### src/rtl/pipelined_control_unit.sv
// RV32I(+M) control decoder with a registered ID/EX control stage.
// Holds one decoded bundle behind a valid/ready handshake and counts illegal instructions.
module pipelined_control_unit #(
    parameter bit HAS_M     = 1'b1,
    parameter int ILL_CNT_W = 16
) (
    input  logic                 clk,
    input  logic                 rst_n,
    input  logic [31:0]          instr,
    input  logic                 in_valid,
    output logic                 in_ready,
    input  logic                 flush,
    output logic                 out_valid,
    input  logic                 out_ready,
    output logic                 RegWrite,
    output logic                 MemWrite,
    output logic [1:0]           ResultSrc,
    output logic                 ALUSrcA,
    output logic                 ALUSrcB,
    output logic [2:0]           ImmSrc,
    output logic [4:0]           ALUControl,
    output logic                 Branch,
    output logic                 Jump,
    output logic                 Jalr,
    output logic [2:0]           Funct3,
    output logic                 Illegal,
    output logic [ILL_CNT_W-1:0] ill_count
);

    typedef struct packed {
        logic       reg_write;
        logic       mem_write;
        logic [1:0] result_src;
        logic       alu_src_a;
        logic       alu_src_b;
        logic [2:0] imm_src;
        logic [4:0] alu_control;
        logic       branch;
        logic       jump;
        logic       jalr;
        logic [2:0] funct3;
        logic       illegal;
    } ctrl_t;

    localparam logic [6:0] OP_LOAD   = 7'b0000011;
    localparam logic [6:0] OP_STORE  = 7'b0100011;
    localparam logic [6:0] OP_R      = 7'b0110011;
    localparam logic [6:0] OP_I      = 7'b0010011;
    localparam logic [6:0] OP_BRANCH = 7'b1100011;
    localparam logic [6:0] OP_LUI    = 7'b0110111;
    localparam logic [6:0] OP_AUIPC  = 7'b0010111;
    localparam logic [6:0] OP_JAL    = 7'b1101111;
    localparam logic [6:0] OP_JALR   = 7'b1100111;

    localparam logic [4:0] ALU_ADD   = 5'b00000;
    localparam logic [4:0] ALU_SUB   = 5'b00001;
    localparam logic [4:0] ALU_SLL   = 5'b00010;
    localparam logic [4:0] ALU_SLT   = 5'b00011;
    localparam logic [4:0] ALU_SLTU  = 5'b00100;
    localparam logic [4:0] ALU_XOR   = 5'b00101;
    localparam logic [4:0] ALU_SRL   = 5'b00110;
    localparam logic [4:0] ALU_SRA   = 5'b00111;
    localparam logic [4:0] ALU_OR    = 5'b01000;
    localparam logic [4:0] ALU_AND   = 5'b01001;
    localparam logic [4:0] ALU_PASSB = 5'b01010;

    localparam logic [6:0] F7_BASE = 7'b0000000;
    localparam logic [6:0] F7_ALT  = 7'b0100000;
    localparam logic [6:0] F7_MUL  = 7'b0000001;

    function automatic logic [4:0] alu_base(input logic [2:0] f3);
        case (f3)
            3'b000:  alu_base = ALU_ADD;
            3'b001:  alu_base = ALU_SLL;
            3'b010:  alu_base = ALU_SLT;
            3'b011:  alu_base = ALU_SLTU;
            3'b100:  alu_base = ALU_XOR;
            3'b101:  alu_base = ALU_SRL;
            3'b110:  alu_base = ALU_OR;
            default: alu_base = ALU_AND;
        endcase
    endfunction

    logic [6:0] op;
    logic [2:0] f3;
    logic [6:0] f7;
    logic       ill;
    ctrl_t      dec;
    logic       unused_imm_bits;

    assign op = instr[6:0];
    assign f3 = instr[14:12];
    assign f7 = instr[31:25];
    assign unused_imm_bits = ^{instr[24:15], instr[11:7]};

    always_comb begin
        dec        = '0;
        dec.funct3 = f3;
        ill        = 1'b0;
        case (op)
            OP_LOAD: begin
                dec.reg_write  = 1'b1;
                dec.result_src = 2'b01;
                dec.alu_src_b  = 1'b1;
                ill = (f3 == 3'b011) || (f3 == 3'b110) || (f3 == 3'b111);
            end
            OP_STORE: begin
                dec.mem_write = 1'b1;
                dec.alu_src_b = 1'b1;
                dec.imm_src   = 3'b001;
                ill = f3[2] || (f3 == 3'b011);
            end
            OP_R: begin
                dec.reg_write = 1'b1;
                if (f7 == F7_BASE)                    dec.alu_control = alu_base(f3);
                else if (f7 == F7_ALT && f3 == 3'b000) dec.alu_control = ALU_SUB;
                else if (f7 == F7_ALT && f3 == 3'b101) dec.alu_control = ALU_SRA;
                else if (f7 == F7_MUL && HAS_M)        dec.alu_control = {2'b10, f3};
                else                                   ill = 1'b1;
            end
            OP_I: begin
                dec.reg_write   = 1'b1;
                dec.alu_src_b   = 1'b1;
                dec.alu_control = alu_base(f3);
                // Shift-immediates reuse instr[31:25] as funct7; only SRAI may set bit 30.
                if (f3 == 3'b001) ill = (f7 != F7_BASE);
                if (f3 == 3'b101) begin
                    if (f7 == F7_ALT)        dec.alu_control = ALU_SRA;
                    else if (f7 != F7_BASE)  ill = 1'b1;
                end
            end
            OP_BRANCH: begin
                dec.branch      = 1'b1;
                dec.alu_control = ALU_SUB;
                dec.imm_src     = 3'b010;
                ill = (f3 == 3'b010) || (f3 == 3'b011);
            end
            OP_LUI: begin
                dec.reg_write   = 1'b1;
                dec.alu_src_b   = 1'b1;
                dec.imm_src     = 3'b011;
                dec.alu_control = ALU_PASSB;
            end
            OP_AUIPC: begin
                dec.reg_write = 1'b1;
                dec.alu_src_a = 1'b1;
                dec.alu_src_b = 1'b1;
                dec.imm_src   = 3'b011;
            end
            OP_JAL: begin
                dec.reg_write  = 1'b1;
                dec.jump       = 1'b1;
                dec.result_src = 2'b10;
                dec.imm_src    = 3'b100;
            end
            OP_JALR: begin
                dec.reg_write  = 1'b1;
                dec.jump       = 1'b1;
                dec.jalr       = 1'b1;
                dec.result_src = 2'b10;
                dec.alu_src_b  = 1'b1;
                ill = (f3 != 3'b000);
            end
            default: ill = 1'b1;
        endcase
        // An illegal word must never cause architectural side effects downstream.
        if (ill) begin
            dec         = '0;
            dec.funct3  = f3;
            dec.illegal = 1'b1;
        end
    end

    // Handshake: a word transfers on in_valid && in_ready unless flush kills it.
    logic                 out_valid_q, out_valid_d;
    ctrl_t                bundle_q, bundle_d;
    logic [ILL_CNT_W-1:0] ill_count_q, ill_count_d;
    logic                 accept;

    assign in_ready = !out_valid_q || out_ready;
    assign accept   = in_valid && in_ready && !flush;

    always_comb begin
        out_valid_d = out_valid_q;
        bundle_d    = bundle_q;
        ill_count_d = ill_count_q;
        if (flush) begin
            out_valid_d = 1'b0;
        end else if (accept) begin
            out_valid_d = 1'b1;
            bundle_d    = dec;
            if (dec.illegal && (ill_count_q != {ILL_CNT_W{1'b1}}))
                ill_count_d = ill_count_q + {{(ILL_CNT_W-1){1'b0}}, 1'b1};
        end else if (out_ready) begin
            out_valid_d = 1'b0;
        end
    end

    always_ff @(posedge clk) begin
        if (!rst_n) begin
            out_valid_q <= 1'b0;
            bundle_q    <= '0;
            ill_count_q <= '0;
        end else begin
            out_valid_q <= out_valid_d;
            bundle_q    <= bundle_d;
            ill_count_q <= ill_count_d;
        end
    end

    assign out_valid  = out_valid_q;
    assign RegWrite   = bundle_q.reg_write;
    assign MemWrite   = bundle_q.mem_write;
    assign ResultSrc  = bundle_q.result_src;
    assign ALUSrcA    = bundle_q.alu_src_a;
    assign ALUSrcB    = bundle_q.alu_src_b;
    assign ImmSrc     = bundle_q.imm_src;
    assign ALUControl = bundle_q.alu_control;
    assign Branch     = bundle_q.branch;
    assign Jump       = bundle_q.jump;
    assign Jalr       = bundle_q.jalr;
    assign Funct3     = bundle_q.funct3;
    assign Illegal    = bundle_q.illegal;
    assign ill_count  = ill_count_q;

endmodule

### config.mk
export PLATFORM = sky130hd
export DESIGN_NAME = pipelined_control_unit
export DESIGN_NICKNAME = d
export VERILOG_FILES = /design/src/rtl/pipelined_control_unit.sv
export SDC_FILE = /design/constraint.sdc
export NUM_CORES = 1
export LEC_CHECK = 0
export BUFFER_PORTS_ARGS = -buffer_cell sky130_fd_sc_hd__buf_2
export CORE_MARGIN = 2
export CORE_UTILIZATION = 46
export DETAILED_ROUTE_END_ITERATION = 10
export PLACE_DENSITY_LB_ADDON = 0.1
export SKIP_CTS_REPAIR_TIMING = 1
export SLEW_MARGIN = 20
export SYNTH_ARGS = -nofsm -noshare
export SYNTH_HDL_FRONTEND = slang
export SYNTH_SLANG_ARGS = --single-unit
### constraint.sdc
create_clock -name clk -period 2.1 [get_ports clk]
set_input_delay 0.21 -clock clk [delete_from_list [all_inputs] [get_ports clk]]
set_output_delay 0.21 -clock clk [all_outputs]
set_load 0.005 [all_outputs]
==> results of run 1 <==
==> cell type report <==
cell class / instances / area, um^2
Sequential cell: 37 / 742
Multi-Input combinational cell: 222 / 1380
Fill cell: 442 / 1850
Clock buffer: 8 / 80.1
Tap cell: 67 / 83.8
Inverter: 5 / 18.8
Timing Repair Buffer: 95 / 563
==> cells by family after synthesis <==
group	Yosys count
and+or+nand+nor	145
AOI/OAI and AO/OA	65
DFF	37
buffers and inverters	22
muxes	9
xor gates and xnor gates	2
adders and majority gates	1
==> cells in the final DEF (no fill, tap or decap), types with 2 or more instances in the layout <==
master / n
nand2_1: 38
nor2_1: 19
nand2b_1: 10
and2b_2: 2
buf_4: 35
nand3b_1: 3
o31ai_1: 6
nand3_1: 13
xnor2_1: 2
or3_4: 2
inv_1: 5
nor2b_1: 4
a211oi_1: 3
nor4b_2: 2
a22oi_1: 3
o211ai_1: 2
and4_2: 2
or4_1: 3
nand4b_1: 3
and3_1: 4
o21ai_0: 16
or3_1: 4
a21oi_1: 26
nor3_2: 3
nor3b_2: 2
a21o_1: 2
buf_2: 60
nor3_1: 7
dfxtp_1: 36
clkbuf_8: 5
nor4_1: 2
mux2i_1: 9
nand4_1: 11
clkbuf_1: 3
==> worst paths after layout <==
path,from,end,slack (ns),depth (start not counted)
max,ill_count[0],ill_count[10],0.11,7
min reg2reg,ALUControl[2],ALUControl[2],0.46,2
min,flush,out_valid,0.13,2
max reg2reg,ill_count[0],ill_count[10],0.11,7
==> power groups by stage <==
stage	registers, uW	logic [uW]	clock network [uW]
2_1_floorplan	730	118	0
3_3_place_gp	728	207	0
3_5_place_dp	728	209	0
4_1_cts	712	210	485
5_1_grt	713	233	527
6_report	712	211	473
==> registers in the layout, summed over array words and instances (netlist names) <==
register / count
ALUSrcB: 1
ALUControl: 5
Jalr: 1
out_valid: 1
Branch: 1
ill_count: 16
ALUSrcA: 1
Illegal: 1
ResultSrc: 2
ImmSrc: 3
MemWrite: 1
Funct3: 3
RegWrite: 1
==> stage by stage <==
step / hold slack [ns] / power (uW) / cell area [um^2]
after floorplan: 0.289 / 848 / 2250
after global placement: 0.417 / 935 / 2770
after detailed placement: 0.419 / 937 / 2770
after CTS: 0.121 / 1410 / 2850
after global routing: 0.119 / 1470 / 2870
final: 0.126 / 1400 / 2870
==> per-layer routing <==
| metal | share of wire, % | global-route usage [%] |
|---|---|---|
| met3 | 3.9 | 3.93 |
| met1 | 45 | 27.5 |
| met4 | 1.1 | 8.28 |
| met2 | 50 | 39.8 |
| met5 | 0 | 0 |
==> out/results.ini, run 1 <==
[logic_synthesis]
synth_top_family_by_area=simple AND/OR/NAND/NOR gates
synthDistinctLibCells=52
async_reset_ff_share_pct=0
synth-xor-area-share_pct=0.778
synth_compound_area_share_pct=17.6
synthFlopType=dfxtp_1
synth.area.mux_share_pct=4.00
yosysSeqAreaShare_pct=32.9
yosysWarnings=0
yosys.area.top_type=dfxtp_1
synthAdderAreaFrac_pct=0.556
synthDominantCellAreaShare_pct=32.9
synth-seq-cells=37
yosys.area_share.simple_pct=37.8
yosysMostFrequentCell=nand2_1
synth_edf_count=0
syn_area_um2=2250
syn-num-nets=319
avgSynthCellArea_um2=8.01
synth_cells=281
netlist_top_cells_area=dfxtp_1, nand2_1, a21oi_1
synth.top_cells.by_count=nand2_1, dfxtp_1, a21oi_1

[pwr]
p_sw_uw=360
power_density_nw_per_um2=486
ir_drop_mv=0.248
power.leakage_uw=0.00120
seqPwrFrac_pct=51.0
p_clk_share_pct=33.9
internal_power_uw=1040
switching_share_pct=25.8
power_frac_comb_pct=15.1

[drt]
drc=0
dr.pass1.iters=4
antenna_left=0
drt-wirelength-per-cell_um=13.3
viasPerCell=5.32
drt-total-wl_um=5780
vias=2311
drtIter0Drc=109

[floorplanning]
die_x_um=74.0
coreArea_um2=4720
initial_core_util_pct=47.7
die-area_um2=5470
io_pins=76
dieHeight_um=74.0
rows=25

[global_routing]
grt_pass1_vias=2247
grt_max_degree=21
antenna_found_initial=0
grt_pass1_wl_um=9800
grt_remaining_overflow=0
grt_util_all_layers_pct=22.6

[sta]
fin_skew_ns=0.00308
relSlewSlack_pct=54.9
period_share_pct=95.0
worst_pin_slew_ns=0.674
drv_slew=0
setup_ws_ns=0.106
final.min_clock_period_ns=1.99
setup_viol=0
final_hold_viol_count=0
fin_setup_tns_ns=0
fmax_mhz=501
rsz0062_at_grt=false

[cts]
numCtsBuffers=5
h-tree-depth=2
clock_latency_ns=0.28
clockRootBuffer=clkbuf_8
clock_tree.buffer_depth=2
cts_tree=yes
cts_num_sinks=37
cts.reportedPaths.clkPinSlew_ns=0.07

[worst_setup_path]
crit_buf_inv=0
crit_top_cell=or3_4
cpMaxStageDelayCell=or3_4
path_delay_family=simple AND/OR/NAND/NOR gates
crit_chain=ha_1 -> and2_2 -> and4_4 -> and4_1 -> or3_4 -> or3_4 -> a21oi_2
arrival_ns=2.21
startpoint_type=flip-flop
cpPeakStageDelay_ns=0.37
path_max_fanout=4
worstPathRequired_ns=2.32
path_class=reg2reg
critPathCaptureType=flip-flop

[place]
place_hpwl_um=4400
pre_cts_ws_ns=-0.0814
port_buffers=60
place.gp.congestion=0.898
dp_cells=426

[flow_run]
maxCapViolCount=0

[cells_and_area]
drive_gt1_share_pct=33.5
nets=404
antenna_cells=0
area_delta_synth_final_pct=27.4
utilization_pct=60.8
final_cell_count_no_fill=434

[min_path]
hold_path_class=in2reg

[status]
outcome=completed

Note: power is estimated with default switching activity, not from simulation.
==> run 2: changes to the inputs <==
CORE_UTILIZATION = 40   (was 46)
RECOVER_POWER = 100   (was unset)
==> run 2 against run 1 <==
Against the previous run: combinational power about the same; via count up 0.56%; setup slack worse by 0.061 ns; global-route usage down 3.2 points; non-clock buffer count up 4; sequential cell count unchanged; first-iteration DRC count down 38%; die area up 14%; critical endpoint unchanged; largest cell class unchanged; largest power group unchanged.
==> out/results.ini, run 2 (same netlist as run 1, synthesis figures left out) <==
[drt]
dr.pass1.iters=6
viasPerCell=5.25
drt-total-wl_um=5960
antenna_left=0
drtIter0Drc=68
vias=2324
drc=0
drt-wirelength-per-cell_um=13.4

[cts]
cts_num_sinks=37
cts.reportedPaths.clkPinSlew_ns=0.07
clock_tree.buffer_depth=2
h-tree-depth=2
numCtsBuffers=5
clockRootBuffer=clkbuf_8
cts_tree=yes
clock_latency_ns=0.29

[place]
port_buffers=60
pre_cts_ws_ns=-0.0977
place_hpwl_um=4500
dp_cells=434
place.gp.congestion=0.884

[worst_setup_path]
r2r-start=ill_count[1]
worstPathRequired_ns=2.32
setup.worst_path.end=ill_count[10]
critPathCaptureType=flip-flop
timing.reg2reg.worst_path_depth=7
path_max_fanout=4
r2r-end=ill_count[10]
startpoint_type=flip-flop
critPathLaunch=ill_count[1]
path_class=reg2reg
r2r_slack_ns=0.04
arrival_ns=2.28

[cells_and_area]
antenna_cells=0
mostFrequentLayoutCell=buf_2
layout_common_cells=buf_2, nand2_1, buf_4
nets=408
largest_register_ffs=16
area_delta_synth_final_pct=29.7
fill_cells=572
drive_gt1_share_pct=33.2
final_cell_count_no_fill=443

[global_routing]
grt_pass1_wl_um=9680
grt_util_all_layers_pct=19.3
antenna_found_initial=0
grt_remaining_overflow=0
grt_pass1_vias=2132
grt_max_degree=20

[sta]
final.min_clock_period_ns=2.06
fin_skew_ns=0.00575
fmax_mhz=487
setup_viol=0
relSlewSlack_pct=53.2
final_hold_viol_count=0
rsz0062_at_grt=true
setup_ws_ns=0.0448
drv_slew=0
period_share_pct=97.9
worst_pin_slew_ns=0.699

[floorplanning]
die_x_um=79.0
coreArea_um2=5470
io_pins=76
rows=27
die-area_um2=6250
dieHeight_um=79.0
initial_core_util_pct=41.2

[pwr]
power_density_nw_per_um2=506
power_uw=1480
power.leakage_uw=0.00121
ir_drop_mv=0.266

[status]
outcome=completed

[flow_run]
maxCapViolCount=0

[min_path]
hold_path_class=in2reg

run 2: final cells by class:
class / instances / area [um^2] / share of cell area [%]
Clock buffer: 7 / 96.3 / 3.30
Inverter: 5 / 18.8 / 0.643
Tap cell: 72 / 90.1 / 3.08
Timing Repair Buffer: 99 / 601 / 20.6
Clock inverter: 1 / 5.00 / 0.171
Sequential cell: 37 / 742 / 25.4
Multi-Input combinational cell: 222 / 1370 / 46.8
run 2: where the power goes:
group,leakage (uW),switching (uW),internal [uW],total (uW)
logic,0.000854,119,92.8,212
registers,0.000299,4.50,709,713
clock network,0.0000542,257,297,553
total,0.00121,380,1100,1480
run 2: how the worst min path moves through the flow:
| stage | cells past startpoint | from | endpoint | slack, ns |
|---|---|---|---|---|
| global placement | 2 | flush | out_valid | 0.42 |
| detailed placement | 2 | flush | out_valid | 0.42 |
| finish | 2 | flush | out_valid | 0.12 |
| CTS | 2 | flush | out_valid | 0.11 |
| floorplan | 1 | flush | out_valid | 0.29 |
| global route | 2 | flush | out_valid | 0.12 |
run 2: critical path, cell delays in order, from the launching register on:
cell	delay, ns
dfxtp_2	0.34
ha_1	0.19
and2_2	0.20
and4_2	0.26
and4_1	0.20
or3_1	0.36
or3_1	0.31
a21oi_1	0.14
run 2: per-layer routing:
layer  up-vias  share of wire (%)  global-route usage [%]
li1       1203                  -                       -
met1      1053                 46                    23.5
met2        56                 47                    33.3
met3        12                4.9                    3.98
met4         0                2.4                    7.76
met5         -                  0                       0
run 2: per-stage QoR:
| stage | hold WS, ns | setup TNS (ns) | instance area (um^2) | utilization (%) |
|---|---|---|---|---|
| final | 0.117 | 0 | 2920 | 53.4 |
| after global routing | 0.117 | -0.0193 | 2920 | 53.4 |
| after CTS | 0.112 | 0 | 2920 | 53.3 |
| after detailed placement | 0.423 | -0.990 | 2820 | 51.4 |
| after global placement | 0.417 | -0.637 | 2820 | 51.4 |
| after floorplan | 0.289 | 0 | 2250 | - |
